[config.mk]
export PLATFORM = sky130hd
export DESIGN_NAME = alu_exec
export DESIGN_NICKNAME = d
export VERILOG_FILES = /design/src/rtl/alu_exec.sv
export SDC_FILE = /design/constraint.sdc
export NUM_CORES = 1
export LEC_CHECK = 0
export CAP_MARGIN = 15
export CORE_MARGIN = 2
export CORE_UTILIZATION = 59
export CTS_CLUSTER_DIAMETER = 30
export DETAILED_ROUTE_END_ITERATION = 10
export HOLD_SLACK_MARGIN = 0.03
export PLACE_DENSITY_LB_ADDON = 0.05
export SYNTH_ARGS = -nofsm -noshare
export SYNTH_HDL_FRONTEND = slang
export SYNTH_SLANG_ARGS = --single-unit
export TNS_END_PERCENT = 50
[constraint.sdc]
create_clock -name clk -period 2.7 [get_ports clk]
set_input_delay 0.27 -clock clk [delete_from_list [all_inputs] [get_ports clk]]
set_output_delay 0.27 -clock clk [all_outputs]
set_load 0.02 [all_outputs]
[src/rtl/alu_exec.sv]
// Registered ALU stage with a two-entry (main + skid) output buffer and valid/ready on both sides.
// Latency: an op accepted in cycle N is visible on the outputs in cycle N+1 when the buffer was empty.
// Backpressure: in_ready is low only when both entries are held; a stalled consumer never loses an op.
//
// Ports:
//   clk, reset           : single clock; asynchronous active-high reset clears all state
//   in_valid/in_ready    : producer handshake; alu_c selects the operation on a and b
//   out_valid/out_ready  : consumer handshake; result/zero/ovf/illegal belong to the oldest op
module alu_exec #(
    parameter int WIDTH = 32
) (
    input  logic             clk,
    input  logic             reset,
    input  logic             in_valid,
    output logic             in_ready,
    input  logic [3:0]       alu_c,
    input  logic [WIDTH-1:0] a,
    input  logic [WIDTH-1:0] b,
    output logic             out_valid,
    input  logic             out_ready,
    output logic [WIDTH-1:0] result,
    output logic             zero,
    output logic             ovf,
    output logic             illegal
);

    localparam logic [1:0] EMPTY = 2'd0;
    localparam logic [1:0] ONE   = 2'd1;
    localparam logic [1:0] FULL  = 2'd2;

    localparam logic [3:0] OP_AND  = 4'b0000;
    localparam logic [3:0] OP_OR   = 4'b0001;
    localparam logic [3:0] OP_XOR  = 4'b0010;
    localparam logic [3:0] OP_NOR  = 4'b0011;
    localparam logic [3:0] OP_SLT  = 4'b0100;
    localparam logic [3:0] OP_NAND = 4'b0101;
    localparam logic [3:0] OP_ADD  = 4'b1000;
    localparam logic [3:0] OP_SUB  = 4'b1001;

    typedef struct packed {
        logic [WIDTH-1:0] result;
        logic             zero;
        logic             ovf;
        logic             illegal;
    } entry_t;

    logic [1:0]       state;
    entry_t           main_q;
    entry_t           skid_q;
    entry_t           new_ent;
    logic [WIDTH-1:0] sum;
    logic [WIDTH-1:0] diff;
    logic             push;
    logic             pop;

    // Handshake signals come from the state register only, never from the
    // opposite side's valid/ready, so there is no combinational path through.
    assign in_ready  = (state != FULL);
    assign out_valid = (state != EMPTY);
    assign push      = in_valid & in_ready;
    assign pop       = out_valid & out_ready;

    assign sum  = a + b;
    assign diff = a - b;

    always_comb begin
        new_ent = '0;
        unique case (alu_c)
            OP_AND:  new_ent.result = a & b;
            OP_OR:   new_ent.result = a | b;
            OP_XOR:  new_ent.result = a ^ b;
            OP_NOR:  new_ent.result = ~(a | b);
            OP_SLT:  new_ent.result = {{(WIDTH-1){1'b0}}, ($signed(a) < $signed(b))};
            OP_NAND: new_ent.result = ~(a & b);
            OP_ADD: begin
                new_ent.result = sum;
                // Same-sign operands whose sum flips sign have wrapped.
                new_ent.ovf = (a[WIDTH-1] == b[WIDTH-1]) && (sum[WIDTH-1] != a[WIDTH-1]);
            end
            OP_SUB: begin
                new_ent.result = diff;
                new_ent.ovf = (a[WIDTH-1] != b[WIDTH-1]) && (diff[WIDTH-1] != a[WIDTH-1]);
            end
            default: new_ent.illegal = 1'b1;
        endcase
        new_ent.zero = (new_ent.result == '0);
    end

    always_ff @(posedge clk or posedge reset) begin
        if (reset) begin
            state  <= EMPTY;
            main_q <= '0;
            skid_q <= '0;
        end else begin
            case (state)
                EMPTY: begin
                    if (push) begin
                        main_q <= new_ent;
                        state  <= ONE;
                    end
                end
                ONE: begin
                    if (push && pop) begin
                        // Old main leaves as the new op lands: steady 1 op/cycle.
                        main_q <= new_ent;
                    end else if (push) begin
                        skid_q <= new_ent;
                        state  <= FULL;
                    end else if (pop) begin
                        state  <= EMPTY;
                    end
                end
                FULL: begin
                    if (pop) begin
                        main_q <= skid_q;
                        state  <= ONE;
                    end
                end
                default: state <= EMPTY;
            endcase
        end
    end

    assign result  = main_q.result;
    assign zero    = main_q.zero;
    assign ovf     = main_q.ovf;
    assign illegal = main_q.illegal;

endmodule

==> results of run 1 <==
-- cell families after synthesis --
| family | Yosys count | synth area share [%] |
|---|---|---|
| adder cells (fa/ha/maj) | 104 | 13.50 |
| buffers and inverters | 185 | 7.868 |
| flip-flops | 72 | 18.48 |
| AO/OA/AOI/OAI | 454 | 31.84 |
| XOR/XNOR | 18 | 1.617 |
| multiplexers | 34 | 3.838 |
| AND/OR/NAND/NOR | 465 | 22.85 |
-- metrics by stage --
step | hold slack [ns] | utilization (%) | TNS [ns]
floorplan | 0.3364 | - | -0.2149
global placement | 0.4510 | 88.30 | -37.22
detailed placement | 0.4642 | 88.30 | -44.00
==> metrics, run 1 <==
async set or reset register ratio after synthesis 100.0%; pre-CTS setup slack -1.237 ns; Die W 132.5 µm; count of flip-flops with a built-in enable after synthesis 0; num rows 46; mapped cell area 9748 µm²; CTS sink cnt 72; Fail Step clock tree synthesis (4_1_cts); CTS Hold Bufs 0; FF+latch count, synth 72; Setup Fix Bufs, Post-CTS 93; Clock Tree Buf Depth 2; biggest area consumer among synthesized cells dfrtp_1; Syn Area/Cell 7.318 µm²; post-synthesis net count 1508; Cell Area, Placed 14130 µm²; # resized after CTS 514; root buf cell clkbuf_16; Ports 109; Port Buffers 108; Initial Util 60.92%; Err [ERROR DPL-0038] Utilization greater than 100%, impossible to legalize; die height 132.5 µm; Seq/Total Area, Yosys 18.48%; CTS H-tree depth 3; count leader, synth nand2_1; Yosys top cell area share 18.48%; Synth cell types 96; Final GP Congestion 1.094; Warnings, synthesis 0; Top FF cell, synth dfrtp_1; Inserted Clock Buffers 9; Commonest cells post-synth nand2_1, nor2_1, a21oi_1; placed cells 1973; Post-Syn Instances 1332; status stopped before the end; HPWL after DPL 30290 µm; top cells by area, synth dfrtp_1, ha_1, a21oi_1, nand2_1, o21ai_0
==> run 2: changes to the inputs <==
- CORE_UTILIZATION: 59 -> 40
- CTS_CLUSTER_DIAMETER: 30 -> unset
- HOLD_SLACK_MARGIN: 0.03 -> unset
- PLACE_DENSITY_LB_ADDON: 0.05 -> 0.15
==> run 2 against run 1 <==
Against the previous run:
- the flow now finishes, with violations (negative setup slack)
- synthesized cell count did not move
- synthesized area did not move
==> metrics, run 2 <==
status finished with violations (was stopped before the end); failing checks negative setup slack; antenna violations before repair 0; Crit path required time 2.96 ns; Top reg by flops skid_q; Max-Cap Viols 0; count of flip-flops with a built-in enable after synthesis 0 (unchanged); slew margin rel. 51.99%; drt via density 5.589; Final ANT Viol Nets 0; count leader, synth nand2_1 (unchanged); CP Capture Type flop; commonest non-fill, non-tap cell in the layout buf_4; Syn Area/Cell 7.318 µm² (unchanged); biggest area consumer among synthesized cells dfrtp_1 (unchanged); worst vdd ir 513.5 µV; n_diodes 0; min cycle time layout 3.015 ns; GRT Util Overall 31.52%; worst-path fanout max 5; Inserted Clock Buffers 9 (unchanged); Worst Setup Path Type input pin to flop; CTS H-tree depth 3 (unchanged); fin nets 2065; Top FF cell, synth dfrtp_1 (unchanged); post-synthesis net count 1508 (unchanged); final core utilization 70.05%; core footprint 24110 µm²; Commonest cells post-synth nand2_1, nor2_1, a21oi_1 (unchanged); worst min path class input pin to asynchronous set/reset pin; Final GP Congestion 0.9825 (was 1.094); Port Buffers 108 (unchanged); largest net degree at the start of global routing 73; CTS Hold Bufs 0 (unchanged); Leak Pwr 7.716 nW; Filler cells 2024; mapped cell area 9748 µm² (unchanged); die height 160.1 µm (was 132.5 µm); Final Max Tran Viols 0; max reg flops 35; vias in the first global route 12110; FF+latch count, synth 72 (unchanged); Final period util 111.7%; num rows 57 (was 46); RSZ-0062 raised after global routing true; clock skew 0.004249 ns; Initial Util 40.44% (was 60.92%); CTS tree done; most frequent cells in the layout buf_4, nand2_1, nor2_1, a21oi_1, o21ai_0; Synth cell types 96 (unchanged); crit path cell chain buf_8 -> inv_6 -> ha_4 -> nor2b_4 -> o31ai_4 -> buf_6 -> buf_4 -> buf_4 -> a21oi_4 -> nor3_4 -> o211ai_2 -> xnor2_1 -> a221oi_2 -> buf_4 -> nand4b_1 -> nor4_4 -> nand4_1 -> o21ai_1; routed wire length 41410 µm; total negative setup slack -1.597 ns; Initial DRT Pass Iterations 6; final setup fails 12; Die ar. 25640 µm²; slowest cell on the critical path nor4_4; Ports 109 (unchanged); root buf cell clkbuf_16 (unchanged); P per Cell Area 414.8 nW/µm²; Post-Syn Instances 1332 (unchanged); area grow syn2layout 73.21%; wire length per cell 18.67 µm; grt ovf 0; Hold Fails Final Rpt 0; top cells by area, synth dfrtp_1, ha_1, a21oi_1, nand2_1, o21ai_0 (unchanged); Seq/Total Area, Yosys 18.48% (unchanged); first-pass GRT wire length 65120 µm; worst-skew pair later-pin latency 0.33 ns; CTS sink cnt 72 (unchanged); Reg2Reg Depth 6; data arrival time of the worst path 3.27 ns; DRC 0; startpoint types input pin; HPWL after DPL 31650 µm (was 30290 µm); layout cells sized above 1 47.36%; CP max stage delay 0.35 ns; setup ws final -0.3155 ns; Die W 160.1 µm (was 132.5 µm); starting DRC count in detailed routing 941; async set or reset register ratio after synthesis 100.0% (unchanged); cell mode on critical path buf_4; Worst-Margin Slew 0.7162 ns; CTS clk-pin slew, worst paths 0.05 ns; Warnings, synthesis 0 (unchanged); Yosys top cell area share 18.48% (unchanged); Clock Tree Buf Depth 2 (unchanged); via count 12400; Peak Freq 0.3316 GHz
==> run 2: logic make-up (layout without fill, tap and decap cells) <==
logic type / Yosys count / in the layout / synth area share, %
and+or+nand+nor: 465 / 465 / 22.85
AOI/OAI and AO/OA: 454 / 454 / 31.84
buffers and inverters: 185 / 747 / 7.868
adders and majority gates: 104 / 104 / 13.50
DFF: 72 / 72 / 18.48
muxes: 34 / 34 / 3.838
xor gates and xnor gates: 18 / 18 / 1.617
==> run 2: final cells by class <==
cell class | count | area (µm²) | area share, %
clock inverter | 2 | 35.03 | 0.2075
multi-input combinational | 1075 | 8696 | 51.50
timing repair buffer | 635 | 5265 | 31.18
sequential | 72 | 1802 | 10.67
clock buffer | 14 | 284.0 | 1.682
inverter | 96 | 397.9 | 2.356
tap | 324 | 405.4 | 2.401
==> run 2: worst max-delay path: cells and delay by family <==
kind                       cells  cell delay (ns)
buffers and inverters          6             0.69
adders and majority gates      1             0.32
xor gates and xnor gates       1             0.15
AOI/OAI and AO/OA              5             0.79
and+or+nand+nor                5             1.03
==> run 2: power breakdown <==
group / internal, W / leakage (nW) / switching [W]
clock: 0.000814 / 0.159 / 0.000417
combinational: 0.00205 / 6.67 / 0.00211
sequential: 0.00143 / 0.889 / 0.000181
==> run 2: stage by stage <==
step | area (µm²) | power, W | hold slack (ns) | setup slack (ns) | instances
6_report | 16880 | 0.007004 | 0.3335 | -0.3155 | 2218
5_1_grt | 16880 | 0.007414 | 0.3842 | -0.4335 | 2218
4_1_cts | 16480 | 0.006832 | 0.3552 | -0.3027 | 2199
3_5_place_dp | 14440 | 0.005143 | 0.4621 | -1.641 | 2096
3_3_place_gp | 14440 | 0.005090 | 0.4500 | -1.578 | 2096
2_1_floorplan | 10110 | 0.003414 | 0.3364 | -0.08048 | 1332
==> run 2: routing by layer <==
metal / vias to the layer above / track usage [%] / share of wire, %
met5: - / 0 / 0
li1: 5943 / - / -
met4: 0 / 8.886 / 2.7
met2: 435 / 54.86 / 48
met1: 5940 / 42.29 / 45
met3: 78 / 1.974 / 4.9
==> run 2: what timing repair did <==
action	CTS	global route
setup endpoints to repair	58	37
pin swaps	121	89
setup buffers	91	21
gates resized for setup	451	102
==> run 2: worst paths after layout <==
kind	from	endpoint	slack [ns]
worst max-delay path	b[2]	zero$_DFFE_PP0P_	-0.32
worst min-delay path	reset	skid_q[22]$_DFFE_PP0P_	0.33
worst max register to register	state[1]$_DFFE_PP0P_	illegal$_DFFE_PP0P_	0.94
worst min register to register	skid_q[9]$_DFFE_PP0P_	skid_q[9]$_DFFE_PP0P_	0.48
max in group asynchronous	reset	result[5]$_DFFE_PP0P_	2.05
min in group clk	skid_q[9]$_DFFE_PP0P_	skid_q[9]$_DFFE_PP0P_	0.48
Power figures use the tool's default switching activity.
==> run 3: changes to the inputs <==
- SKIP_LAST_GASP: unset -> 1
==> run 3 against run 2 <==
Against the previous run:
- the flow still finishes with violations (negative setup slack)
- total power down 0.26%
- core utilization down 0.21 points
- clock skew about the same
- critical path depth unchanged
- cell count unchanged
- critical endpoint unchanged
==> metrics, run 3 (synthesis gave the netlist of run 2 again) <==
vias in the first global route 12120 (was 12110); Hold Fails Final Rpt 0 (unchanged); status finished with violations (unchanged); num rows 57 (unchanged); worst-path fanout max 5 (unchanged); Hold Slack 0.3273 ns (was 0.3335 ns); area grow syn2layout 72.70% (was 73.21%); Ports 109 (unchanged); layout cells sized above 1 47.04% (was 47.36%); post-route cell area 16830 µm² (was 16880 µm²); Port Buffers 108 (unchanged); data arrival time of the worst path 3.27 ns (about the same); Worst Setup Path Type input pin to flop (unchanged); clock skew 0.004409 ns (was 0.004249 ns); Initial DRT Pass Iterations 5 (was 6); Max-Cap Viols 0 (unchanged); GRT Util Overall 31.54% (was 31.52%); Crit path required time 2.96 ns (about the same); root buf cell clkbuf_16 (unchanged); Top reg by flops skid_q (unchanged); Inserted Clock Buffers 9 (unchanged); placed cells 2096 (unchanged); core footprint 24110 µm² (unchanged); Final period util 111.5% (was 111.7%); Cell Area, Placed 14440 µm² (unchanged); starting DRC count in detailed routing 882 (was 941); Leak Pwr 7.698 nW (was 7.716 nW); drt via density 5.601 (was 5.589); most frequent cells in the layout buf_4, nand2_1, nor2_1, a21oi_1, o21ai_0 (unchanged); Die W 160.1 µm (unchanged); worst-skew pair later-pin latency 0.33 ns (about the same); Clock Tree Buf Depth 2 (unchanged); worst min path class input pin to asynchronous set/reset pin (unchanged); final core utilization 69.84% (was 70.05%); CTS H-tree depth 3 (unchanged); slew margin rel. 52.66% (was 51.99%); startpoint types input pin (unchanged); fin nets 2065 (unchanged); RSZ-0062 raised after global routing true (unchanged); max reg flops 35 (unchanged); Final ANT Viol Nets 0 (unchanged); die height 160.1 µm (unchanged); commonest non-fill, non-tap cell in the layout buf_4 (unchanged); final setup fails 13 (was 12); CP Capture Type flop (unchanged); CTS sink cnt 72 (unchanged); Final GP Congestion 0.9825 (unchanged); HPWL after DPL 31650 µm (unchanged); antenna violations before repair 0 (unchanged); total power draw 0.006986 W (was 0.007004 W); Worst-Margin Slew 0.7063 ns (was 0.7162 ns); CTS Hold Bufs 0 (unchanged); Initial Util 40.44% (unchanged); largest net degree at the start of global routing 73 (unchanged); setup ws final -0.3113 ns (was -0.3155 ns); Die ar. 25640 µm² (unchanged); failing checks negative setup slack (unchanged); first-pass GRT wire length 65160 µm (was 65120 µm); n_diodes 0 (unchanged); min cycle time layout 3.011 ns (was 3.015 ns); P per Cell Area 414.9 nW/µm² (was 414.8 nW/µm²); via count 12420 (was 12400); DRC 0 (unchanged); grt ovf 0 (unchanged); worst vdd ir 513.3 µV (was 513.5 µV); Peak Freq 0.3321 GHz (was 0.3316 GHz); routed wire length 41450 µm (was 41410 µm); Finished Layout Cells 2218 (unchanged); wire length per cell 18.69 µm (was 18.67 µm); CTS clk-pin slew, worst paths 0.05 ns (about the same); CTS tree done (unchanged); Final Max Tran Viols 0 (unchanged)
run 3: cell types whose count changed in the layout (fill, tap and decap cells not counted), moves of 2 or more:
cell and delta:
buf_6 -4, buf_4 +3, o21ai_0 +2, o21ai_2 -2
run 3: stage by stage:
stage	setup slack, ns	TNS (ns)
floorplan	-0.08048	-0.2149
global placement	-1.578	-45.01
detailed placement	-1.641	-47.32
CTS	-0.3027	-1.781
global route	-0.4335	-3.817
finish	-0.3113	-1.765
run 3: worst max-delay path, stage by stage:
cell and delay (ns):
buf_8 0.09, inv_6 0.04, ha_4 0.32, nor2b_4 0.06
o31ai_4 0.21, buf_6 0.16, buf_4 0.13, buf_4 0.11
a21oi_4 0.05, nor3_4 0.31, o211ai_2 0.11, xnor2_1 0.15
a221oi_2 0.25, buf_4 0.17, nand4b_1 0.15, nor4_4 0.35
nand4_1 0.16, o21ai_1 0.16
run 3: path summary, 6_finish.rpt:
check | startpoint | endpoint | slack, ns | cells past startpoint
max | b[2] | zero$_DFFE_PP0P_ | -0.31 | 18
min | reset | skid_q[22]$_DFFE_PP0P_ | 0.33 | 3
max reg2reg | state[1]$_DFFE_PP0P_ | illegal$_DFFE_PP0P_ | 0.94 | 6
min reg2reg | skid_q[24]$_DFFE_PP0P_ | skid_q[24]$_DFFE_PP0P_ | 0.47 | 2
max in group asynchronous | reset | result[5]$_DFFE_PP0P_ | 2.04 | 3
min in group clk | skid_q[24]$_DFFE_PP0P_ | skid_q[24]$_DFFE_PP0P_ | 0.47 | 2
run 3: layout make-up:
class	count	area (µm²)
clock inverter	2	35.03
multi-input combinational	1075	8665
sequential	72	1802
fill	2030	7271
tap	324	405.4
timing repair buffer	635	5249
inverter	96	395.4
clock buffer	14	284.0
run 3: per-layer routing:
layer  GRT usage, %  share of wire (%)  vias to the layer above
met5              0                  0                        -
met4          8.845                2.6                        0
met3          1.974                4.8                       87
met2          54.90                 48                      452
met1          42.34                 44                     5954
li1               -                  -                     5931
run 3: repair_timing:
item,CTS,global route
setup endpoints to repair,58,37
resized for setup,450,84
pin swaps,121,89
setup buffers,91,21
run 3: power by group:
| part | internal [W] | leakage (nW) | switching [W] |
|---|---|---|---|
| logic | 0.00204 | 6.65 | 0.00211 |
| clock network | 0.000814 | 0.159 | 0.000415 |
| registers | 0.00143 | 0.889 | 0.000180 |
